**src/rtl/router_fsm_if.sv**
```systemverilog
// Handshake/status bundle between the router datapath blocks and the router controller FSM.
interface router_fsm_if;
   logic       pkt_valid;
   logic       parity_done;
   logic       fifo_full;
   logic       low_pkt_valid;
   logic       soft_reset0;
   logic       soft_reset1;
   logic       soft_reset2;
   logic       fifo_empty0;
   logic       fifo_empty1;
   logic       fifo_empty2;
   logic [1:0] data_in;

   logic       busy;
   logic       detect_addr;
   logic       ld_state;
   logic       laf_state;
   logic       full_state;
   logic       write_enb_reg;
   logic       rst_int_reg;
   logic       lfd_state;

   modport master (
      output pkt_valid, parity_done, fifo_full, low_pkt_valid,
             soft_reset0, soft_reset1, soft_reset2,
             fifo_empty0, fifo_empty1, fifo_empty2, data_in,
      input  busy, detect_addr, ld_state, laf_state, full_state,
             write_enb_reg, rst_int_reg, lfd_state
   );

   modport slave (
      input  pkt_valid, parity_done, fifo_full, low_pkt_valid,
             soft_reset0, soft_reset1, soft_reset2,
             fifo_empty0, fifo_empty1, fifo_empty2, data_in,
      output busy, detect_addr, ld_state, laf_state, full_state,
             write_enb_reg, rst_int_reg, lfd_state
   );
endinterface

```
**src/rtl/router_fsm.sv**
```systemverilog
// Moore controller of a 1-to-3 packet router: header decode, payload/parity load, full stalls.
// Optional debug outputs (state_dbg, addr_dbg) are enabled by ROUTER_FSM_STATE_OUT_EN.
module router_fsm (
   input  logic        clock,
   input  logic        resetn,
   router_fsm_if.slave bus
`ifdef ROUTER_FSM_STATE_OUT_EN
   ,
   output logic [2:0]  state_dbg,
   output logic [1:0]  addr_dbg
`endif
);

   typedef enum logic [2:0] {
      DECODE_ADDRESS     = 3'd0,
      LOAD_FIRST_DATA    = 3'd1,
      LOAD_DATA          = 3'd2,
      FIFO_FULL_STATE    = 3'd3,
      LOAD_AFTER_FULL    = 3'd4,
      LOAD_PARITY        = 3'd5,
      CHECK_PARITY_ERROR = 3'd6,
      WAIT_TILL_EMPTY    = 3'd7
   } state_t;

   state_t     state;
   state_t     state_next;
   logic [1:0] addr;
   logic [3:0] empty_vec;
   logic [3:0] srst_vec;
   logic       hdr_ok;

   // Address 3 is not a destination, so bit 3 of each vector stays inactive.
   assign empty_vec = {1'b0, bus.fifo_empty2, bus.fifo_empty1, bus.fifo_empty0};
   assign srst_vec  = {1'b0, bus.soft_reset2, bus.soft_reset1, bus.soft_reset0};
   assign hdr_ok    = bus.pkt_valid && (bus.data_in != 2'd3);

   always_ff @(posedge clock or negedge resetn) begin
      if (!resetn) begin
         state <= DECODE_ADDRESS;
         addr  <= 2'd0;
      end else begin
         state <= state_next;
         if (state == DECODE_ADDRESS && hdr_ok)
            addr <= bus.data_in;
      end
   end

   always_comb begin
      state_next = state;
      if (state != DECODE_ADDRESS && srst_vec[addr]) begin
         state_next = DECODE_ADDRESS;
      end else begin
         unique case (state)
            DECODE_ADDRESS:
               if (hdr_ok)
                  state_next = empty_vec[bus.data_in] ? LOAD_FIRST_DATA : WAIT_TILL_EMPTY;
            LOAD_FIRST_DATA:
               state_next = LOAD_DATA;
            LOAD_DATA:
               if (bus.fifo_full)       state_next = FIFO_FULL_STATE;
               else if (!bus.pkt_valid) state_next = LOAD_PARITY;
            FIFO_FULL_STATE:
               if (!bus.fifo_full)      state_next = LOAD_AFTER_FULL;
            LOAD_AFTER_FULL:
               if (bus.parity_done)        state_next = DECODE_ADDRESS;
               else if (bus.low_pkt_valid) state_next = LOAD_PARITY;
               else                        state_next = LOAD_DATA;
            LOAD_PARITY:
               state_next = CHECK_PARITY_ERROR;
            CHECK_PARITY_ERROR:
               state_next = bus.fifo_full ? FIFO_FULL_STATE : DECODE_ADDRESS;
            WAIT_TILL_EMPTY:
               if (empty_vec[addr])     state_next = LOAD_FIRST_DATA;
            default:
               state_next = DECODE_ADDRESS;
         endcase
      end
   end

   always_comb begin
      bus.detect_addr   = (state == DECODE_ADDRESS);
      bus.lfd_state     = (state == LOAD_FIRST_DATA);
      bus.ld_state      = (state == LOAD_DATA);
      bus.full_state    = (state == FIFO_FULL_STATE);
      bus.laf_state     = (state == LOAD_AFTER_FULL);
      bus.rst_int_reg   = (state == CHECK_PARITY_ERROR);
      bus.write_enb_reg = (state == LOAD_DATA) || (state == LOAD_AFTER_FULL) ||
                          (state == LOAD_PARITY);
      // The router accepts bytes only while decoding a header or streaming payload.
      bus.busy          = (state != DECODE_ADDRESS) && (state != LOAD_DATA);
   end

`ifdef ROUTER_FSM_STATE_OUT_EN
   assign state_dbg = state;
   assign addr_dbg  = addr;
`endif

endmodule

```
**src/flat_wrapper.sv**
```systemverilog
// flat-port wrapper written by rule: the top's interface ports become plain ports
module router_fsm_flat 
  (clock, resetn, bus_pkt_valid, bus_parity_done, bus_fifo_full, bus_low_pkt_valid, bus_soft_reset0, bus_soft_reset1, bus_soft_reset2, bus_fifo_empty0, bus_fifo_empty1, bus_fifo_empty2, bus_data_in, bus_busy, bus_detect_addr, bus_ld_state, bus_laf_state, bus_full_state, bus_write_enb_reg, bus_rst_int_reg, bus_lfd_state);
  router_fsm_if bus_i ();
  input  logic clock;
  input  logic resetn;
  input wire logic [$bits(bus_i.pkt_valid)-1:0] bus_pkt_valid;
  input wire logic [$bits(bus_i.parity_done)-1:0] bus_parity_done;
  input wire logic [$bits(bus_i.fifo_full)-1:0] bus_fifo_full;
  input wire logic [$bits(bus_i.low_pkt_valid)-1:0] bus_low_pkt_valid;
  input wire logic [$bits(bus_i.soft_reset0)-1:0] bus_soft_reset0;
  input wire logic [$bits(bus_i.soft_reset1)-1:0] bus_soft_reset1;
  input wire logic [$bits(bus_i.soft_reset2)-1:0] bus_soft_reset2;
  input wire logic [$bits(bus_i.fifo_empty0)-1:0] bus_fifo_empty0;
  input wire logic [$bits(bus_i.fifo_empty1)-1:0] bus_fifo_empty1;
  input wire logic [$bits(bus_i.fifo_empty2)-1:0] bus_fifo_empty2;
  input wire logic [$bits(bus_i.data_in)-1:0] bus_data_in;
  output wire logic [$bits(bus_i.busy)-1:0] bus_busy;
  output wire logic [$bits(bus_i.detect_addr)-1:0] bus_detect_addr;
  output wire logic [$bits(bus_i.ld_state)-1:0] bus_ld_state;
  output wire logic [$bits(bus_i.laf_state)-1:0] bus_laf_state;
  output wire logic [$bits(bus_i.full_state)-1:0] bus_full_state;
  output wire logic [$bits(bus_i.write_enb_reg)-1:0] bus_write_enb_reg;
  output wire logic [$bits(bus_i.rst_int_reg)-1:0] bus_rst_int_reg;
  output wire logic [$bits(bus_i.lfd_state)-1:0] bus_lfd_state;
  assign bus_i.pkt_valid = bus_pkt_valid;
  assign bus_i.parity_done = bus_parity_done;
  assign bus_i.fifo_full = bus_fifo_full;
  assign bus_i.low_pkt_valid = bus_low_pkt_valid;
  assign bus_i.soft_reset0 = bus_soft_reset0;
  assign bus_i.soft_reset1 = bus_soft_reset1;
  assign bus_i.soft_reset2 = bus_soft_reset2;
  assign bus_i.fifo_empty0 = bus_fifo_empty0;
  assign bus_i.fifo_empty1 = bus_fifo_empty1;
  assign bus_i.fifo_empty2 = bus_fifo_empty2;
  assign bus_i.data_in = bus_data_in;
  assign bus_busy = bus_i.busy;
  assign bus_detect_addr = bus_i.detect_addr;
  assign bus_ld_state = bus_i.ld_state;
  assign bus_laf_state = bus_i.laf_state;
  assign bus_full_state = bus_i.full_state;
  assign bus_write_enb_reg = bus_i.write_enb_reg;
  assign bus_rst_int_reg = bus_i.rst_int_reg;
  assign bus_lfd_state = bus_i.lfd_state;
  router_fsm u_core (.clock(clock), .resetn(resetn), .bus(bus_i));
endmodule
```
**config.mk**
```make
export PLATFORM = sky130hd
export DESIGN_NAME = router_fsm_flat
export DESIGN_NICKNAME = d
export VERILOG_FILES = /design/src/rtl/router_fsm_if.sv /design/src/rtl/router_fsm.sv /design/src/flat_wrapper.sv
export SDC_FILE = /design/constraint.sdc
export NUM_CORES = 1
export LEC_CHECK = 0
export CORE_AREA = 5 5 42 44
export DETAILED_ROUTE_END_ITERATION = 6
export DIE_AREA = 0 0 47 49
export DONT_BUFFER_PORTS = 1
export SYNTH_ARGS = -nofsm -noshare
export SYNTH_HDL_FRONTEND = slang
export SYNTH_SLANG_ARGS = --single-unit
```
**constraint.sdc**
```tcl
create_clock -name clock -period 1.85 [get_ports clock]
set_input_delay 0.185 -clock clock [delete_from_list [all_inputs] [get_ports clock]]
set_output_delay 0.185 -clock clock [all_outputs]
set_load 0.02 [all_outputs]
```
== Yosys cells after proc, flatten, opt, wreduce, memory -nomap -nowiden ==
Index checks and enable logic that the tools add are counted.

* Equal/unequal tests: 13
* Multiplexer cells: 17
* Magnitude comparators: 2
* Reduce and logical (&&, ||, !) cells: 9

{| class="wikitable"
|+ Operators with widths
! operator !! number
|-
| 3-bit 2-to-1 mux || 9
|-
| 3-bit case mux with 8 select lines || 1
|-
| 3-bit == test, second input constant || 4
|-
| 1-bit binary-select mux with 2-bit select || 3
|-
| 3-bit by 2-bit == test with 1-bit output, second input constant || 2
|-
| 2-bit by 3-bit < comparator with 1-bit output, second input constant || 2
|-
| 3-bit by 1-bit != test with 1-bit output, second input constant || 2
|-
| 3-bit by 2-bit != test with 1-bit output, second input constant || 2
|-
| 1-bit logical AND || 4
|-
| 4-bit by 3-bit != test with 1-bit output, second input constant || 1
|-
| 4-bit AND reduction || 1
|-
| 3-bit by 1-bit == test with 1-bit output, second input constant || 1
|-
| 3-bit zero test || 1
|-
| 1-bit 2-to-1 mux || 3
|-
| 3-bit nonzero test || 1
|-
| 1-bit logical OR || 2
|-
| 2-bit 2-to-1 mux || 1
|-
| 2-bit != test, second input constant || 1
|}

* Register bits: 5
* Output and inout port bits: 8
* Logic and storage cells: 43
* Input bits: 14

== Logic depth before layout (Yosys ltp) ==
* Word-level depth: 6
* Gate-level depth with buffers: 7
* Depth with buffers taken out: 6

== Worst setup path after synthesis ==
OpenSTA, ideal clock, no wires.

* Kind: reg2reg
* Start point: register u_core.state[0]
* End point: register u_core.addr[1]
* Setup slack: 0.467 ns
* Library setup time: 0.121 ns
* Arrival time: 1.262 ns
* Required time: 1.729 ns
* Clock period less this slack: 1.383 ns
* Cell stages (with the launch flop): 7
* Path through: dfrtp_1 > buf_6 > nor2_2 > inv_2 > nor2_4 > nand2_1 > o22a_1

* Word-level cells in the longest chain between the ends: 2

{| class="wikitable"
|+ Ends and longest elaborated chain
! item !! line !! RTL
|-
| start: declaration || router_fsm.sv:25 || <nowiki>state_t state;</nowiki>
|-
| start signal: assignment || router_fsm.sv:42 || <nowiki>state <= state_next;</nowiki>
|-
| 3-bit zero test || - ||
|-
| net bus_detect_addr || flat_wrapper.sv:19 || <nowiki>output wire logic [$bits(bus_i.detect_addr)-1:0] bus_detect_addr;</nowiki>
|-
| 1-bit logical AND || router_fsm.sv:43 || <nowiki>if (state == DECODE_ADDRESS && hdr_ok)</nowiki>
|-
| end signal: assignment || router_fsm.sv:44 || <nowiki>addr <= bus.data_in;</nowiki>
|-
| end: declaration || router_fsm.sv:27 || <nowiki>logic [1:0] addr;</nowiki>
|}

The timed path passes the listed nets, and every way through them passes these cells.
A chain may end at the register's enable or synchronous reset.

== Worst setup path in the final report ==
* Start point: register u_core.state[2]
* End point: output bus_laf_state

* Word-level cells in the longest chain between the ends: 1

{| class="wikitable"
|+ Ends and longest elaborated chain
! item !! line !! RTL
|-
| 3-bit == test || router_fsm.sv:85 || <nowiki>bus.laf_state = (state == LOAD_AFTER_FULL);</nowiki>
|-
| end: declaration || flat_wrapper.sv:21 || <nowiki>output wire logic [$bits(bus_i.laf_state)-1:0] bus_laf_state;</nowiki>
|}

No other way between the ends.

==> results.tsv <==
metric	value	unit
status	complete, no violations	
die_x	47	µm
maxSlewViolCount	0	
ys_ff_latch	5	
n_antenna_cell	0	
grt-ovfl-total	0	
drtAntennaViolNets	0	
register_area	125.1	µm²
dieArea	2303	µm²
ff2ff_path_depth	5	
cts-root-buf	clkbuf_4	
layout.nets	80	
numCtsBuffers	3	
grt_use_total	11.10	%
ctsHoldBuffers	1	
path_buf_inv	0	
fin_skew	2.806	ps
maxCapViolations	0	
path_class	reg -> out	
vdd_drop_max	611.1	µV
postSynth.asyncResetShare	100.0	%
path_clk_slew	50	ps
wire_per_inst	14.10	µm
wirelength	1.142	mm
setup_tns	0	ps
synth_cell_type_count	30	
io_pins	22	
r2r-start	u_core.state[0]$_DFFE_PN0P_	
core-area	1401	µm²
dr.pass1.iters	5	
tightest_slew	399.8	ps
grt_max_degree	12	
synth.most_common_cell	nor2_1	
yosysWarnings	0	
min_path_type	in -> reg	
place_congestion	0.7714	
cts-htree-levels	1	
cts.sinks	5	
cp_cell_sequence	nor2b_1, nor2b_1	
num_vias	448	
fillers	167	
rsz0062_at_grt	false	
p_leak	0.2335	nW
antenna_found_initial	0	
required	1660	ps
ys_seq_area_share	24.15	%
cts_tree	done	
cts.repair.resized	0	
grt_pass1_vias	442	
avgViaCountPerCell	5.531	
worstHoldPathCells	1	
die_h	49	µm
synthToLayoutAreaGrowth	6.280	%
crit_path_max_incr_delay	510	ps
syn_inst	62	
fin_crit_sh	86.86	%
arrival	1420	ps
drive_gt1_share	20.00	%
hold_viol	0	
maxSlewHeadroom	73.29	%
synth_enable_flop_cells	0	
worst_path_most_repeated_cell	nor2b_1	
rows	14	
drt_iter0_markers	10	
setup_viol	0	
clk_latency	250	ps
post-dp-hpwl	931.9	µm
cpLargestDelayFamily	simple AND/OR/NAND/NOR gates	
timing.rr.end	u_core.addr[1]$_DFFE_PN0P_	
hold_end	u_core.addr[0]$_DFFE_PN0P_	
syn_area	518.0	µm²
synthFlopType	dfrtp_1	
finish.utilization	39.29	%
grt_pass1_wl	1.863	mm
reg2reg_slack	350	ps
cp-end-kind	output port	
pwr_density_cell	1865	nW/µm²
synth.avg_cell_area	8.355	µm²
netlist_top_cells_count	nor2_1, dfrtp_1	
clock.fmax	622.3	MHz
clockBufferDepth	2	
netlist_top_cells_area	dfrtp_1, mux2i_1, buf_6	
min_period	1607	ps
multiInputGateArea	339.1	µm²
post-route-drc-count	0	
syn_nets	76	
netlist.area_leader.share	24.15	%
yosys.area.top_type	dfrtp_1	
hp-start	bus_data_in[0]	
io_buffers	0	
crit_path_top_delay_cell	dfrtp_1	
initial_core_util	36.96	%
worstSetupStartpointType	flop	
post-cts-setup-buffer-count	0	
critPathMaxFanout	10	
[area by class of cell]
type	count	share of cell area (%)
inverter	4	2.727
timing repair buffer	3	4.545
clock buffer	4	4.773
sequential	5	22.73
tap	16	3.636
multi-input combinational	49	61.59
[layer usage]
metal	up-vias	share of wire, %	wire (µm)	track usage, %
met1	188	45	516	14.44
met5	-	0	0	0
met4	0	3.8	43	8.756
li1	230	-	-	-
met3	4	10	116	3.690
met2	26	41	465	14.25
[worst max-delay path by stage]
| stage | startpoint | to | cells after the start |
|---|---|---|---|
| after detailed placement | u_core.state[0]$_DFFE_PN0P_ | u_core.addr[0]$_DFFE_PN0P_ | 5 |
| after global placement | u_core.state[0]$_DFFE_PN0P_ | u_core.addr[1]$_DFFE_PN0P_ | 5 |
| after global routing | u_core.state[2]$_DFFE_PN0P_ | bus_laf_state | 2 |
| after floorplan | u_core.state[0]$_DFFE_PN0P_ | u_core.addr[1]$_DFFE_PN0P_ | 6 |
| after CTS | u_core.state[2]$_DFFE_PN0P_ | bus_laf_state | 2 |
| final | u_core.state[2]$_DFFE_PN0P_ | bus_laf_state | 2 |
[sequential cells by signal, summed over array words and instances, names as in the netlist]
register	cells
u_core.state	3
u_core.addr	2
[stage by stage]
stage / hold slack (ps) / instances / setup WS, ps / area [µm²] / total power [mW]
after floorplan: -110.6 / 62 / 466.6 / 518.0 / 0.8531
after global placement: -110.4 / 76 / 364.7 / 514.2 / 0.8933
after detailed placement: -110.4 / 76 / 334.6 / 514.2 / 0.9030
after CTS: 83.51 / 81 / 221.3 / 550.5 / 1.045
after global routing: 83.02 / 81 / 106.0 / 550.5 / 1.118
final: 87.05 / 81 / 243.1 / 550.5 / 1.027
[worst register-to-register path: cells and delay by family (launching register included)]
family | cells | cell delay (ps)
buf+inv | 1 | 120
flops | 1 | 470
compound gates | 1 | 210
simple gates | 3 | 590
[power by group]
group | internal, mW | switching (mW)
Clock | 0.0818 | 0.0487
Combinational | 0.258 | 0.360
Sequential | 0.166 | 0.113
Total | 0.505 | 0.522
[placed cells by master (no fill, tap or decap), types with 2 or more instances in the layout]
cell	count
nor2b_1	3
nand3_1	2
nand2b_1	2
o22a_1	2
dfrtp_1	5
clkbuf_4	3
mux2i_1	4
nand3b_1	3
nor2_1	6
a21oi_1	4
nand2_1	4
o21ai_0	4
inv_1	3
buf_4	2
[logic make-up after synthesis]
kind of cell | after synthesis | share of synthesized area (%)
flip-flops | 5 | 24.15
buffers and inverters | 8 | 10.38
AO/OA/AOI/OAI | 19 | 27.78
AND/OR/NAND/NOR | 25 | 27.78
multiplexers | 5 | 9.904
Power figures use the tool's default switching activity.
